## config.mk

```make
export PLATFORM = sky130hd
export DESIGN_NAME = apb_slave_regs
export DESIGN_NICKNAME = d
export VERILOG_FILES = /design/src/rtl/apb_slave_regs.sv
export SDC_FILE = /design/constraint.sdc
export NUM_CORES = 1
export LEC_CHECK = 0
export ABC_AREA = 1
export CAP_MARGIN = 10
export CORE_UTILIZATION = 35
export CTS_CLUSTER_DIAMETER = 120
export CTS_CLUSTER_SIZE = 30
export DETAILED_ROUTE_END_ITERATION = 6
export MAX_ROUTING_LAYER = met4
export SYNTH_ARGS = -nofsm -noshare
export SYNTH_HDL_FRONTEND = slang
export SYNTH_SLANG_ARGS = --single-unit
```

## constraint.sdc

```tcl
create_clock -name pclk -period 2.5 [get_ports pclk]
set_input_delay 0.375 -clock pclk [delete_from_list [all_inputs] [get_ports pclk]]
set_output_delay 0.375 -clock pclk [all_outputs]
set_load 0.02 [all_outputs]
```

## src/rtl/apb_slave_regs.sv

```systemverilog
// APB completer: NUM_REGS x 32-bit R/W registers at BASE_ADDR, fixed wait states, flat regs_o view.
// Optional APB_SLAVE_PSLVERR_EN adds a registered pslverr response for decode misses.
module apb_slave_regs #(
   parameter logic [31:0] BASE_ADDR   = 32'hA000,
   parameter int          NUM_REGS    = 4,
   parameter int          WAIT_STATES = 1
) (
   input  logic                   pclk,
   input  logic                   preset_n,
   input  logic                   psel,
   input  logic                   penable,
   input  logic                   pwrite,
   input  logic [31:0]            paddr,
   input  logic [31:0]            pwdata,
   output logic [31:0]            prdata,
   output logic                   pready,
`ifdef APB_SLAVE_PSLVERR_EN
   output logic                   pslverr,
`endif
   output logic [NUM_REGS*32-1:0] regs_o
);

   typedef enum logic [1:0] {
      ST_IDLE = 2'd0,
      ST_WAIT = 2'd1,
      ST_RESP = 2'd2
   } state_t;

   localparam logic [31:0] SPAN = 32'(NUM_REGS * 4);
   // The counter holds the WAIT cycles left after the current one, so pready lands in T+1+WAIT_STATES.
   localparam logic [3:0]  WAIT_LOAD = (WAIT_STATES > 0) ? 4'(WAIT_STATES - 1) : 4'd0;

   state_t      r_state;
   logic [3:0]  r_wait_cnt;
   logic        r_hit;
   logic        r_wr;
   logic [3:0]  r_idx;
   logic [31:0] r_wdata;
   logic [31:0] r_rd_cap;
   logic [31:0] r_prdata;
   logic        r_pready;
   logic [31:0] r_regs [NUM_REGS];

   logic [31:0] w_offset;
   logic        w_hit;
   logic [3:0]  w_idx;
   logic [31:0] w_rdata;
   logic        w_resp_next;
   logic        w_resp_wr;
   logic [31:0] w_resp_rd;

   always_comb begin
      w_offset = paddr - BASE_ADDR;
      w_hit    = (paddr >= BASE_ADDR) && (w_offset < SPAN) && (paddr[1:0] == 2'b00);
      w_idx    = w_offset[5:2];
   end

   always_comb begin
      w_rdata = 32'h0;
      for (int i = 0; i < NUM_REGS; i++) begin
         w_rdata = w_rdata | ((w_hit && (w_idx == 4'(i))) ? r_regs[i] : 32'h0);
      end
   end

   // Decides whether the next cycle is the pready cycle, and with which captured transfer.
   always_comb begin
      w_resp_next = 1'b0;
      w_resp_wr   = r_wr;
      w_resp_rd   = r_rd_cap;
      case (r_state)
         ST_IDLE: begin
            w_resp_next = psel && penable && (WAIT_STATES == 0);
            w_resp_wr   = pwrite;
            w_resp_rd   = w_rdata;
         end
         ST_WAIT: begin
            w_resp_next = psel && (r_wait_cnt == 4'd0);
         end
         ST_RESP: begin
            w_resp_next = 1'b0;
         end
         default: begin
            w_resp_next = 1'b0;
         end
      endcase
   end

   always_ff @(posedge pclk) begin
      if (!preset_n) begin
         r_state    <= ST_IDLE;
         r_wait_cnt <= 4'd0;
         r_hit      <= 1'b0;
         r_wr       <= 1'b0;
         r_idx      <= 4'd0;
         r_wdata    <= 32'h0;
         r_rd_cap   <= 32'h0;
         r_prdata   <= 32'h0;
         r_pready   <= 1'b0;
         for (int i = 0; i < NUM_REGS; i++) begin
            r_regs[i] <= 32'h0;
         end
      end else begin
         r_pready <= w_resp_next;
         if (w_resp_next && !w_resp_wr) begin
            r_prdata <= w_resp_rd;
         end
         case (r_state)
            ST_IDLE: begin
               if (psel && penable) begin
                  r_hit    <= w_hit;
                  r_wr     <= pwrite;
                  r_idx    <= w_idx;
                  r_wdata  <= pwdata;
                  r_rd_cap <= w_rdata;
                  if (WAIT_STATES == 0) begin
                     r_state <= ST_RESP;
                  end else begin
                     r_state    <= ST_WAIT;
                     r_wait_cnt <= WAIT_LOAD;
                  end
               end
            end
            ST_WAIT: begin
               if (!psel) begin
                  r_state    <= ST_IDLE;
                  r_wait_cnt <= 4'd0;
               end else if (r_wait_cnt == 4'd0) begin
                  r_state <= ST_RESP;
               end else begin
                  r_wait_cnt <= r_wait_cnt - 4'd1;
               end
            end
            ST_RESP: begin
               r_state <= ST_IDLE;
               for (int i = 0; i < NUM_REGS; i++) begin
                  if (r_wr && r_hit && (r_idx == 4'(i))) begin
                     r_regs[i] <= r_wdata;
                  end
               end
            end
            default: begin
               r_state <= ST_IDLE;
            end
         endcase
      end
   end

`ifdef APB_SLAVE_PSLVERR_EN
   logic r_pslverr;
   logic w_resp_miss;

   assign w_resp_miss = (r_state == ST_IDLE) ? !w_hit : !r_hit;

   // Error flag rides alongside pready and is set only for a decode miss.
   always_ff @(posedge pclk) begin
      if (!preset_n) begin
         r_pslverr <= 1'b0;
      end else begin
         r_pslverr <= w_resp_next && w_resp_miss;
      end
   end

   assign pslverr = r_pslverr;
`endif

   assign prdata = r_prdata;
   assign pready = r_pready;

   for (genvar g = 0; g < NUM_REGS; g++) begin : g_regs_o
      assign regs_o[g*32 +: 32] = r_regs[g];
   end

endmodule

```

**Word level (Yosys, flattened, before mapping)**

Memories as Yosys holds them, arrays and structs flattened.
Index checks and enable logic that the tools add are counted.

- Add/sub/neg operators: 2
- Magnitude comparators: 2
- Eq/ne operators: 11
- Muxes and demuxes: 36
- Bitwise operators: 7
- Reductions and logical operators: 24

Operators by type and width:

| cell | number |
|---|---|
| 32-bit 2-to-1 mux | 9 |
| 32-bit OR | 3 |
| 32-bit by 16-bit >= comparator with 1-bit output (second input constant) | 1 |
| 32-bit by 5-bit less-than comparator with 1-bit output (second input constant) | 1 |
| 32-bit by 16-bit subtractor with 32-bit output (second input constant) | 1 |
| 1-bit 2-to-1 mux | 19 |
| 4-bit by 2-bit == test with 1-bit output (second input constant) | 4 |
| 1-bit logical AND | 14 |
| 4-bit logical NOT | 3 |
| 4-bit 2-to-1 mux | 3 |
| 4-bit by 1-bit == test with 1-bit output (second input constant) | 2 |
| 4-bit case mux with 2 select lines | 1 |
| 2-bit 2-to-1 mux | 3 |
| 3-bit inequality test (second input constant) | 2 |
| 2-bit logical NOT | 2 |
| 1-bit OR | 4 |
| 2-bit case mux with 2 select lines | 1 |
| 2-bit AND reduction | 2 |
| 4-bit by 1-bit subtractor with 4-bit output (second input constant) | 1 |
| 3-bit AND reduction | 1 |
| 2-bit by 1-bit == test with 1-bit output (second input constant) | 1 |
| 2-bit == test (second input constant) | 1 |
| 2-bit inequality test (second input constant) | 1 |
| 2-bit nonzero test | 1 |
| 1-bit logical NOT | 1 |

- Register bits after elaboration: 109
- Bits in writable memories: 128
- Input port bits: 69
- Output and inout bits: 161
- Word-level logic and storage cells: 92
- Memories kept: 1

Memories:

| memory | depth | width | read ports | clocked after Yosys merged registers in | write ports | line | RTL |
|---|---|---|---|---|---|---|---|
| r_regs | 4 | 32 | 4 | 0 | 4 | 42 | `logic [31:0] r_regs [NUM_REGS];` |

**Logic depth before layout (Yosys ltp)**

- Depth after elaboration: 10
- Mapped depth: 17
- Gate-level depth less buffers: 15

**Worst setup path before layout**

Ideal clock, no wire load.

- Path type: in2reg
- From: input paddr[13]
- To: register r_rd_cap[22]
- Setup time: 0.070 ns
- Arrival time: 1.901 ns
- Setup slack: 0.529 ns
- Cell stages on the path: 16
- Path through: inv_1 -> ha_1 -> inv_1 -> nand2_1 -> nand3_1 -> nor2_2 -> nor2_1 -> nor2_1 -> nand3_1 -> nor2_2 -> buf_4 -> buf_2 -> nand4_1 -> nand2_1 -> nor2_1 -> a21oi_1

- Word-level cells in the longest chain between the ends: 9
- Elaborated cells between the ends (all ways): 16
- Classes of those cells: 1 x add/sub; 2 x order compare; 4 x mux; 3 x bitwise; 6 x reduce/logical

Ends and longest elaborated chain:

| item | line | RTL |
|---|---|---|
| start: declaration | 13 | `input logic [31:0] paddr,` |
| 32-bit by 16-bit subtractor with 32-bit output | 53 | `w_offset = paddr - BASE_ADDR;` |
| 32-bit by 5-bit less-than comparator with 1-bit output | 54 | `w_hit = (paddr >= BASE_ADDR) && (w_offset < SPAN) && (paddr[1:0] == 2'b00);` |
| 1-bit logical AND * (2 in series) | 54 |  |
| 1-bit logical AND | 61 | `w_rdata = w_rdata \| ((w_hit && (w_idx == 4'(i))) ? r_regs[i] : 32'h0);` |
| 32-bit 2-to-1 mux | 61 |  |
| 32-bit OR (2 in series) | 61 |  |
| 32-bit OR * | 61 |  |
| end signal: assignment | 114 | `r_rd_cap <= w_rdata;` |
| end: declaration | 39 | `logic [31:0] r_rd_cap;` |

Mark *: on every way between the ends. The rest lies on a longest branch, timed or not.
A chain may end at the register's enable or synchronous reset.

**Final worst setup path**

- From: input paddr[13]
- To: register r_rd_cap[17]

The elaborated chain is that of the path after synthesis.

==> reports/qor.yml <==
r2r_end: "r_regs[3][13]$_SDFFCE_PN0P_"
tritoncts.num_buffers: 11
min_delay_path_depth: 3
synth_cells: 1144
worst-path-max-fanout: 26
worstSetupPathType: "input pin to register"
run_status: "completed"
wl_per_cell_um: 18.3
report.power.total_w: 0.00729
cts-root-buf: "sky130_fd_sc_hd__clkbuf_16"
dieHeight_um: 173
timing.final.setup_violations: 0
ys_seq_elements: 237
grt_util_met2_pct: 33.1
clock_skew_ns: 0.0172
cts-hold-fix-buffers: 0
final_critical_path_setup_slack_ns: 0.202
actual_slew_at_the_worst_max_slew_pin_ns: 0.471
yosysSeqAreaShare_pct: 58.8
synth_top_cells_by_area: "sky130_fd_sc_hd__edfxtp_1 37%, sky130_fd_sc_hd__dfxtp_1 21%, sky130_fd_sc_hd__nand4_1 7.9%, sky130_fd_sc_hd__nor2_1 7.0%, sky130_fd_sc_hd__nand2_1 5.9%"
grt_util_met3_pct: 2.73
cts_h_tree_depth: 1
io-pin-count: 230
synth.net_count: 1215
tritoncts: "yes"
die-width_um: 173
number_of_placed_cells_counting_well_taps: 1740
cell_type_of_the_slowest_stage_on_the_worst_timing_path: "sky130_fd_sc_hd__clkdlybuf4s50_1"
synth_flop_cell: "sky130_fd_sc_hd__edfxtp_1"
timing.final.hold_violations: 0
timing.hold.worst.start: "preset_n"
worst_setup_hold_path_clk_slew_ns: 0.12
floorplan.core_area_mm2: 0.0288
timing.critical_path.cells: "clkdlybuf4s50_1 -> inv_1 -> ha_1 -> inv_1 -> nand2_2 -> nand3_2 -> nor2_2 -> nor2_1 -> nor2_1 -> nand3_1 -> nor2_4 -> buf_4 -> clkbuf_16 -> nand4_1 -> nand2_1 -> nor2_1 -> buf_4 -> a21oi_1"
drt-total-wl_um: 32300
area.growth.synth_to_final_pct: 33.4
critical_path_required_ns: 2.92
grt_setup_unrepaired: "false"
synth-edff-count: 128
final_layout_size_suffix_gt1_share_pct: 8.00
area.sequential_mm2: 0.00603
dpl.hpwl_um: 22900
finalInstanceArea_mm2: 0.0137
max_stage_delay_ns: 0.42
cpMostUsedCell: "sky130_fd_sc_hd__nor2_1"
via_count_of_the_first_global_routing_pass: 8341
power.density_mw_per_mm2: 532
drv_cap: 0
routabilityCongestion: 0.847
vias_per_cell: 5.10
synth.most_common_cell: "sky130_fd_sc_hd__nor2_1"
multiInputGateArea_mm2: 0.00353
p_leak_nw: 5.12
dpl_cell_area_mm2: 0.0133
port_buffers: 229
critPathArrivalTime_ns: 2.72
instances_no_fill: 1762
async_flop_share_pct: 0
initial_utilization_pct: 35.6
syn_area_mm2: 0.0103
final_period_minus_worst_setup_slack_ns: 2.30
pre_cts_slack_ns: -0.272
grt_most_used_layer: "met2"
worst_skew_pair.late_latency_ns: 0.48
slew_headroom_pct: 68.6
detail_route.first_pass.iterations: 7
global_route.usage.met1_pct: 30.0
max_freq_ghz: 0.435
cts_buffer_depth: 3
critPathLaunchType: "input pin"
final_antenna_net_count: 0
post_synth_num_cell_types: 27
final.setup.tns_ns: 0
worst_ir_drop_vdd_v: 0.000369
syn-mean-instance-area_um2: 8.96
global_route_wire_length_before_repair_um: 49200
hold_path_end: "r_wdata[0]$_SDFFE_PN0P_"
die_area_mm2: 0.0300
hold_path_class: "input pin to register"
yosysWarningCount: 0
clock_sinks: 237
finalNetCount: 1442
initialDrtViolationCount: 980
grt.total_usage_pct: 21.7
critical_path.n_buffers_inverters: 6
number_of_remaining_drc_errors: 0
synth_common_cells: "192 x sky130_fd_sc_hd__nor2_1, 161 x sky130_fd_sc_hd__nand2_1, 130 x sky130_fd_sc_hd__nand4_1, 128 x sky130_fd_sc_hd__edfxtp_1, 109 x sky130_fd_sc_hd__dfxtp_1"
worst_path_dominant_cell_family: "simple AND/OR/NAND/NOR gates"
num-fill-cells: 2693
grt_start_max_net_pins: 76
grt_antenna_before_repair: 3
core.rowCount: 62
worstRegToRegCells: 6
timing.rr.start: "r_state[1]$_SDFFE_PN0P_"
synth_largest_type_area_fraction_pct: 37.5
post-route-period-util_pct: 91.9
yosysTopAreaCell: "sky130_fd_sc_hd__edfxtp_1"
globalRoute.totalOverflow: 0
reg2reg_setup_slack_ns: 0.55
via_count: 8983
worst_setup_path_end_kind: "register"
drv_slew: 0
## sequential cells by signal (all words and copies together) (netlist names)
name and cells:
r_hit 1, r_state 2, r_wait_cnt 4, r_rd_cap 32, pready 1, r_idx 4, r_regs 128, r_wr 1
r_wdata 32, prdata 32
## stage by stage
stage          utilization (%)  hold WS (ns)
2_1_floorplan                -         0.445
3_3_place_gp              46.3         0.453
3_5_place_dp              46.3         0.457
4_1_cts                   47.4         0.305
5_1_grt                   47.5         0.329
6_report                  47.5         0.324
## where the power goes
| group | internal (W) | leakage [nW] | switching, W | total [W] |
|---|---|---|---|---|
| clock network | 0.000837 | 0.145 | 0.00120 | 0.00203 |
| logic | 0.000368 | 2.76 | 0.000509 | 0.000877 |
| registers | 0.00426 | 2.22 | 0.000118 | 0.00438 |
## layout by cell type (no fill, tap or decap)
| cell type | instances |
|---|---|
| sky130_fd_sc_hd__a211oi_1 | 1 |
| sky130_fd_sc_hd__a21oi_1 | 106 |
| sky130_fd_sc_hd__buf_12 | 15 |
| sky130_fd_sc_hd__buf_2 | 1 |
| sky130_fd_sc_hd__buf_4 | 57 |
| sky130_fd_sc_hd__clkbuf_1 | 5 |
| sky130_fd_sc_hd__clkbuf_16 | 12 |
| sky130_fd_sc_hd__clkdlybuf4s50_1 | 228 |
| sky130_fd_sc_hd__clkinv_2 | 1 |
| sky130_fd_sc_hd__dfxtp_1 | 109 |
| sky130_fd_sc_hd__diode_2 | 3 |
| sky130_fd_sc_hd__edfxtp_1 | 128 |
| sky130_fd_sc_hd__ha_1 | 2 |
| sky130_fd_sc_hd__inv_1 | 77 |
| sky130_fd_sc_hd__inv_2 | 3 |
| sky130_fd_sc_hd__mux2i_1 | 1 |
| sky130_fd_sc_hd__nand2_1 | 158 |
| sky130_fd_sc_hd__nand2_2 | 4 |
| sky130_fd_sc_hd__nand3_1 | 14 |
| sky130_fd_sc_hd__nand3_2 | 1 |
| sky130_fd_sc_hd__nand3b_1 | 1 |
| sky130_fd_sc_hd__nand4_1 | 130 |
| sky130_fd_sc_hd__nor2_1 | 191 |
| sky130_fd_sc_hd__nor2_2 | 2 |
| sky130_fd_sc_hd__nor2_4 | 4 |
| sky130_fd_sc_hd__nor3_1 | 3 |
| sky130_fd_sc_hd__nor3_2 | 6 |
| sky130_fd_sc_hd__nor4_1 | 4 |
| sky130_fd_sc_hd__o21ai_0 | 105 |
| sky130_fd_sc_hd__o21ai_1 | 1 |
| sky130_fd_sc_hd__or2_2 | 4 |
| sky130_fd_sc_hd__xor2_1 | 1 |
## logic make-up after synthesis
| group | share of synthesized area (%) |
|---|---|
| compound gates | 10.4 |
| buf+inv | 7.25 |
| mux | 0.0976 |
| xor+xnor | 0.0854 |
| flops | 58.8 |
| simple gates | 23.1 |
| fa+ha+maj | 0.244 |
## how the worst max path moves through the flow
stage / start / end / slack [ns] / cells after the start
after floorplan: paddr[13] / r_rd_cap[22]$_SDFFE_PN0P_ / 0.53 / 16
after global placement: paddr[13] / r_rd_cap[26]$_SDFFE_PN0P_ / -0.21 / 18
after detailed placement: paddr[13] / r_rd_cap[18]$_SDFFE_PN0P_ / -0.27 / 17
after CTS: paddr[13] / r_rd_cap[18]$_SDFFE_PN0P_ / 0.23 / 17
after global routing: paddr[14] / r_rd_cap[23]$_SDFFE_PN0P_ / 0.01 / 17
final: paddr[13] / r_rd_cap[17]$_SDFFE_PN0P_ / 0.20 / 18
## area by class of cell
cell class / count / share of cell area (%)
sequential: 237 / 44.0
multi-input combinational: 739 / 25.8
timing repair buffer: 302 / 22.2
tap: 384 / 3.51
inverter: 80 / 2.19
clock buffer: 16 / 2.15
antenna: 3 / 0.0549
clock inverter: 1 / 0.0366
## repair_timing
action	4_1_cts	5_1_grt
setup buffers	0	1
gates resized for setup	0	2
endpoints found under the setup margin	0	17
## tightest hold or removal path: cells and delay by family
family	cells	cell delay (ns)
buffers and inverters	1	0.23
AOI/OAI and AO/OA	2	0.16
## per-layer routing
layer  vias up  share of wire [%]
li1       4385                  -
met1      4221                 46
met2       331                 45
met3        46                6.4
met4         0                3.0
met5         -                  0
(Power assumes the default switching activity.)
